$ cat src/rtl/alu_sched.sv
// Shares one external combinational 5-bit ALU between two requesters: IDLE -> EXEC -> RESP.
// Optional macro ALU_SCHED_RR_EN selects round-robin tie-breaking; undefined gives fixed priority to client 0.
module alu_sched (
   input  logic       Clk,
   input  logic       Rst_n,
   input  logic       Req0,
   input  logic       Req1,
   input  logic [1:0] Op0,
   input  logic [1:0] Op1,
   input  logic [4:0] A0,
   input  logic [4:0] B0,
   input  logic [4:0] A1,
   input  logic [4:0] B1,
   output logic       Gnt0,
   output logic       Gnt1,
   output logic       Done0,
   output logic       Done1,
   output logic [4:0] Result,
   output logic       Busy,
   output logic [1:0] AluSelect,
   output logic [4:0] AluA,
   output logic [4:0] AluB,
   input  logic [4:0] AluSum
);

   typedef enum logic [1:0] {
      IDLE = 2'd0,
      EXEC = 2'd1,
      RESP = 2'd2
   } state_t;

   state_t     state_q, state_d;
   logic       owner_q, owner_d;
   logic [1:0] sel_q, sel_d;
   logic [4:0] a_q, a_d;
   logic [4:0] b_q, b_d;
   logic [4:0] result_q, result_d;
   logic       gnt0_q, gnt0_d;
   logic       gnt1_q, gnt1_d;
   logic       done0_q, done0_d;
   logic       done1_q, done1_d;
   logic       busy_q, busy_d;
   logic       winner;

`ifdef ALU_SCHED_RR_EN
   // last_q = 1 means client 1 was served most recently
   logic last_q, last_d;

   always_comb begin
      winner = Req1;
      if (Req0 && Req1) begin
         winner = ~last_q;
      end
   end

   always_comb begin
      last_d = last_q;
      if (state_q == IDLE && (Req0 || Req1)) begin
         last_d = winner;
      end
   end

   always_ff @(posedge Clk or negedge Rst_n) begin
      if (!Rst_n) begin
         last_q <= 1'b1;
      end else begin
         last_q <= last_d;
      end
   end
`else
   always_comb begin
      winner = ~Req0;
   end
`endif

   always_comb begin
      state_d  = state_q;
      owner_d  = owner_q;
      sel_d    = sel_q;
      a_d      = a_q;
      b_d      = b_q;
      result_d = result_q;
      gnt0_d   = 1'b0;
      gnt1_d   = 1'b0;
      done0_d  = 1'b0;
      done1_d  = 1'b0;
      case (state_q)
         IDLE: begin
            if (Req0 || Req1) begin
               state_d = EXEC;
               owner_d = winner;
               sel_d   = winner ? Op1 : Op0;
               a_d     = winner ? A1 : A0;
               b_d     = winner ? B1 : B0;
               gnt0_d  = ~winner;
               gnt1_d  = winner;
            end
         end
         EXEC: begin
            state_d  = RESP;
            result_d = AluSum;
            done0_d  = ~owner_q;
            done1_d  = owner_q;
         end
         RESP: begin
            state_d = IDLE;
         end
         default: begin
            state_d = IDLE;
         end
      endcase
      // Busy is registered, so it is derived from the state being entered
      busy_d = (state_d != IDLE);
   end

   always_ff @(posedge Clk or negedge Rst_n) begin
      if (!Rst_n) begin
         state_q  <= IDLE;
         owner_q  <= 1'b0;
         sel_q    <= 2'b00;
         a_q      <= 5'd0;
         b_q      <= 5'd0;
         result_q <= 5'd0;
         gnt0_q   <= 1'b0;
         gnt1_q   <= 1'b0;
         done0_q  <= 1'b0;
         done1_q  <= 1'b0;
         busy_q   <= 1'b0;
      end else begin
         state_q  <= state_d;
         owner_q  <= owner_d;
         sel_q    <= sel_d;
         a_q      <= a_d;
         b_q      <= b_d;
         result_q <= result_d;
         gnt0_q   <= gnt0_d;
         gnt1_q   <= gnt1_d;
         done0_q  <= done0_d;
         done1_q  <= done1_d;
         busy_q   <= busy_d;
      end
   end

   assign Gnt0      = gnt0_q;
   assign Gnt1      = gnt1_q;
   assign Done0     = done0_q;
   assign Done1     = done1_q;
   assign Busy      = busy_q;
   assign Result    = result_q;
   assign AluSelect = sel_q;
   assign AluA      = a_q;
   assign AluB      = b_q;

endmodule

$ cat config.mk
export PLATFORM = sky130hd
export DESIGN_NAME = alu_sched
export DESIGN_NICKNAME = d
export VERILOG_FILES = /design/src/rtl/alu_sched.sv
export SDC_FILE = /design/constraint.sdc
export NUM_CORES = 1
export LEC_CHECK = 0
export BUFFER_PORTS_ARGS = -buffer_cell sky130_fd_sc_hd__buf_2
export CAP_MARGIN = 0
export CELL_PAD_IN_SITES_DETAIL_PLACEMENT = 0
export CELL_PAD_IN_SITES_GLOBAL_PLACEMENT = 1
export CORE_AREA = 4 4 61 63
export DETAILED_ROUTE_END_ITERATION = 7
export DIE_AREA = 0 0 65 67
export PLACE_DENSITY_LB_ADDON = 0.2
export SLEW_MARGIN = 20
export SYNTH_ARGS = -nofsm -noshare
export SYNTH_HDL_FRONTEND = slang
export SYNTH_SLANG_ARGS = --single-unit
$ cat constraint.sdc
create_clock -name Clk -period 2.2 [get_ports Clk]
set_input_delay 0 -clock Clk [delete_from_list [all_inputs] [get_ports Clk]]
set_output_delay 0 -clock Clk [all_outputs]
set_load 0.05 [all_outputs]
==> Yosys cells after proc, flatten, opt, wreduce, memory -nomap -nowiden <==
Cells that the tools add are included.
{ "op_classes": {"eq_ne": 1, "n_bitwise": 2, "n_reduce_logical": 4, "mux": 11} }
{ "ops": {"columns": ["cell", "count"], "rows": [
  ["$mux 5", 2],
  ["$mux 1", 6],
  ["$mux 2", 2],
  ["$pmux 2 s2", 1],
  ["$eq 2x1->1 const B", 1],
  ["$logic_not 2->1", 1],
  ["$not 1->1", 2],
  ["$reduce_and 2->1", 1],
  ["$reduce_bool 2->1", 1],
  ["$logic_or 1x1->1", 1]
]} }
{ "totals": {"ff_bits": 25, "in_bits": 33, "elab_cells": 29, "output_inout_bits": 22} }

==> Depth between registers and ports, before layout <==
{ "logic_depth": {"depth_word": 4, "depth_mapped": 4} }

==> Worst setup path before layout <==
Ideal clock, no wire load.
{ "synth_path": {"path_type": "register -> register", "startpoint": "register state_q[1]", "endpoint": "register a_q[0] (netlist: AluA[0])", "t_required_ns": 2.075, "stages_incl_launch_ff": 5, "arrival_time_ns": 1.141, "path_slack_ns": 0.934, "path_buffers": 1, "path_cell_list": "dfrtp_1 > nor2_1 > o21a_4 > buf_6 > mux2_4"} }
{ "synth_between": {"elab_chain_len": 2} }
{ "synth_rtl": {"columns": ["item", "line_no", "text"], "rows": [
  ["start, declared", "32", "state_t state_q, state_d;"],
  ["start signal, assigned", "130", "state_q <= state_d;"],
  ["$logic_not 2->1", "87", "case (state_q)"],
  ["$reduce_and 2->1 (no source line)", null, null],
  ["end signal, assigned", "121", "a_q <= 5'd0;"],
  ["end signal, assigned", "133", "a_q <= a_d;"],
  ["end, declared", "35", "logic [4:0] a_q, a_d;"]
]} }
No other way between the ends.
A chain may end at the register's enable or synchronous reset.

==> Worst setup path in the final report <==
{ "layout_path": {"startpoint": "register state_q[1]", "endpoint": "register a_q[2] (netlist: AluA[2])"} }
The elaborated chain is that of the path after synthesis.

==> flow_summary.json <==
{
  "synth_top_family_by_area": "multiplexers",
  "avgRoutedWirePerCell_um": 12.25,
  "worst_slew_pin_slew_ns": 0.5422,
  "power.share.combinational": 0.591,
  "vias": 742,
  "hp-class": "in2reg",
  "cts-root-buf": "clkbuf_4",
  "post_drt_via_cell_ratio": 4.192,
  "p_sw_frac": 0.4953,
  "max-slew-margin-rel": 0.6385,
  "power.internal_uw": 1216,
  "grt_max_degree": 26,
  "synthMuxAreaShare": 0.3433,
  "grt_pass1_vias": 820,
  "path_delay_family": "flip-flops",
  "critPathLaunchType": "register",
  "synth-xor-area-share": 0,
  "dr.first_iter.drc_count": 18,
  "rrSetupSlack_ns": 0.84,
  "grt_pass1_wl_um": 3539,
  "synth_compound_area_frac": 0.01778,
  "critPathMaxStageDelay_ns": 0.40,
  "rsz0062_at_grt": "false",
  "maxCapViolCount": 0,
  "diodes": 0,
  "cts.path.max_buffers": 2,
  "clkPwrFrac": 0.085,
  "tns_ns": 0,
  "setup_viol": 0,
  "setup.worst_path.end": "AluA[2]",
  "yosys_warnings": 0,
  "min_period_ns": 1.362,
  "power.density_mw_per_mm2": 1599,
  "gp_congestion": 0.6735,
  "dieArea_mm2": 0.004355,
  "status": "completed",
  "ys_ff_latch": 25,
  "slew_viol_final": 0,
  "grtUsageTotal": 0.1055,
  "critPathArrivalTime_ns": 1.57,
  "core_mm2": 0.003232,
  "fmax_mhz": 734.4,
  "drc_errors": 0,
  "worst_r2r_endpoint": "AluA[2]",
  "grt_overflow": 0,
  "cts_buffers": 3,
  "finalHoldViolCount": 0,
  "path_clk_slew_ns": 0.14,
  "path_class": "reg2reg",
  "cp.required_ns": 2.41,
  "clock_latency_ns": 0.32,
  "cp.depth": 3,
  "wirelength_um": 2169,
  "syn_inst": 70,
  "drtPass1Iterations": 4,
  "antenna_found_initial": 0,
  "die_w_um": 65,
  "r2r_cells": 3,
  "r2r_start": "state_q[1]",
  "finalPower_uw": 2409,
  "rows": 21,
  "synth_area_mm2": 0.001126,
  "seq_power_share": 0.324,
  "endpoint_kind": "register",
  "synth_cell_types": 13,
  "portBuffers": 54,
  "skew_ns": 0.01280,
  "fin_crit_sh": 0.6189,
  "htree_num_levels": 1,
  "crit_fanout": 14,
  "ys_seq_area_frac": 0.5556,
  "p_leak_uw": 0.0007772,
  "ant_nets": 0,
  "synth-adder-area-share": 0,
  "p_switching_uw": 1193,
  "cts_sinks": 25,
  "crit_path_start": "state_q[1]",
  "postCtsSetupBuffers": 0,
  "cts_tree": "yes",
  "crit_buf_inv": 0,
  "synth_nets": 103,
  "die_height_um": 67,
  "area_delta_synth_final_pct": 33.78,
  "io_pins": 55,
  "avgSynthCellArea_um2": 16.09,
  "cts-resized-gates": 0,
  "synth-simple-area-share": 0.03444,
  "drive_gt1_frac": 0.6794,
  "slowest_stage": "dfrtp_1",
  "fin_nets": 165,
  "start_util": 0.3484,
  "ir_drop_uv": 715.2,
  "crit_chain": "nor2_1 -> o21a_4 -> mux2_2"
}
through the flow:
step | instance area, um2 | utilization | setup slack, ns | std cells | hold slack (ns)
floorplan | 1126 | - | 0.9343 | 70 | -0.2956
global placement | 1406 | 0.4352 | 0.8912 | 166 | 0.01452
detailed placement | 1406 | 0.4352 | 0.8370 | 166 | 0.01801
CTS | 1506 | 0.4661 | 0.8268 | 177 | 0.007929
global route | 1506 | 0.4661 | 0.7760 | 177 | 0.007919
finish | 1506 | 0.4661 | 0.8384 | 177 | 0.02153
flip-flops by register name (all words and copies together), names as in the netlist:
name,cells
AluA,5
AluB,5
AluSelect,2
Busy,1
Done0,1
Done1,1
Gnt0,1
Gnt1,1
Result,5
owner_q,1
state_q,2
per-layer routing:
metal	up-vias	share of wire	global-route usage
li1	360	-	-
met1	352	0.44	0.1262
met2	28	0.49	0.1877
met3	2	0.069	0.03373
met4	0	0.0060	0.01583
met5	-	0	0
kinds of logic after synthesis:
logic type,after synthesis
muxes,29
DFF,25
and+or+nand+nor,8
buffers and inverters,6
AOI/OAI and AO/OA,2
Yosys cell counts:
cell      count  share of area
o21a_4        1          0.013
and2_2        1         0.0067
buf_2         1         0.0044
nand2_1       1         0.0033
inv_1         2         0.0067
mux2_2       13           0.13
buf_12        1          0.018
mux2_4       16           0.21
nor2_1        4          0.013
a21oi_1       1         0.0044
dfrtp_1      25           0.56
nand2b_1      2          0.011
buf_6         2          0.020
what timing repair did:
| item | 4_1_cts | 5_1_grt |
|---|---|---|
| hold buffers | 7 | 0 |
| endpoints found under the setup margin | 0 | 0 |
| endpoints found under the hold margin | 32 | 0 |
worst register-to-register path, delay by kind of cell, from the launching register on:
kind	cells	cell delay [ns]
AND/OR/NAND/NOR	1	0.19
multiplexers	1	0.37
flip-flops	1	0.40
AO/OA/AOI/OAI	1	0.31
final cells by class:
| cell class | count | area (um2) |
|---|---|---|
| Clock buffer | 3 | 22.52 |
| Clock inverter | 1 | 7.507 |
| Inverter | 2 | 7.507 |
| Tap cell | 46 | 57.56 |
| Multi-Input combinational cell | 39 | 445.4 |
| Timing Repair Buffer | 61 | 340.3 |
| Fill cell | 303 | 1725 |
| Sequential cell | 25 | 625.6 |
power groups by stage:
stage	registers [uW]	clock network (uW)	logic, uW
after floorplan	1470	0	471
after global placement	783	0	1420
after detailed placement	791	0	1430
after CTS	784	220	1440
after global routing	811	240	1500
final	779	206	1420
layout by cell type, fill, tap and decap left out:
master / synthesis / routed
a21oi_1: 1 / 1
and2_2: 1 / 1
buf_2: 1 / 54
clkbuf_4: 0 / 3
clkinvlp_4: 0 / 1
dfrtp_1: 25 / 25
dlygate4sd3_1: 0 / 7
inv_1: 2 / 2
mux2_2: 13 / 13
mux2_4: 16 / 16
nand2_1: 1 / 1
nand2b_1: 2 / 2
nor2_1: 4 / 4
o21a_4: 1 / 1
worst min-delay path by stage:
| stage | from | depth (start not counted) | endpoint |
|---|---|---|---|
| after floorplan | Rst_n | 0 | AluA[0] |
| after CTS | B1[2] | 3 | AluB[2] |
| after global placement | Rst_n | 1 | AluB[2] |
| after global routing | A0[4] | 3 | AluA[4] |
| final | B1[2] | 3 | AluB[2] |
| after detailed placement | Rst_n | 1 | AluB[2] |
No activity file was read; power rests on OpenSTA's default activity.
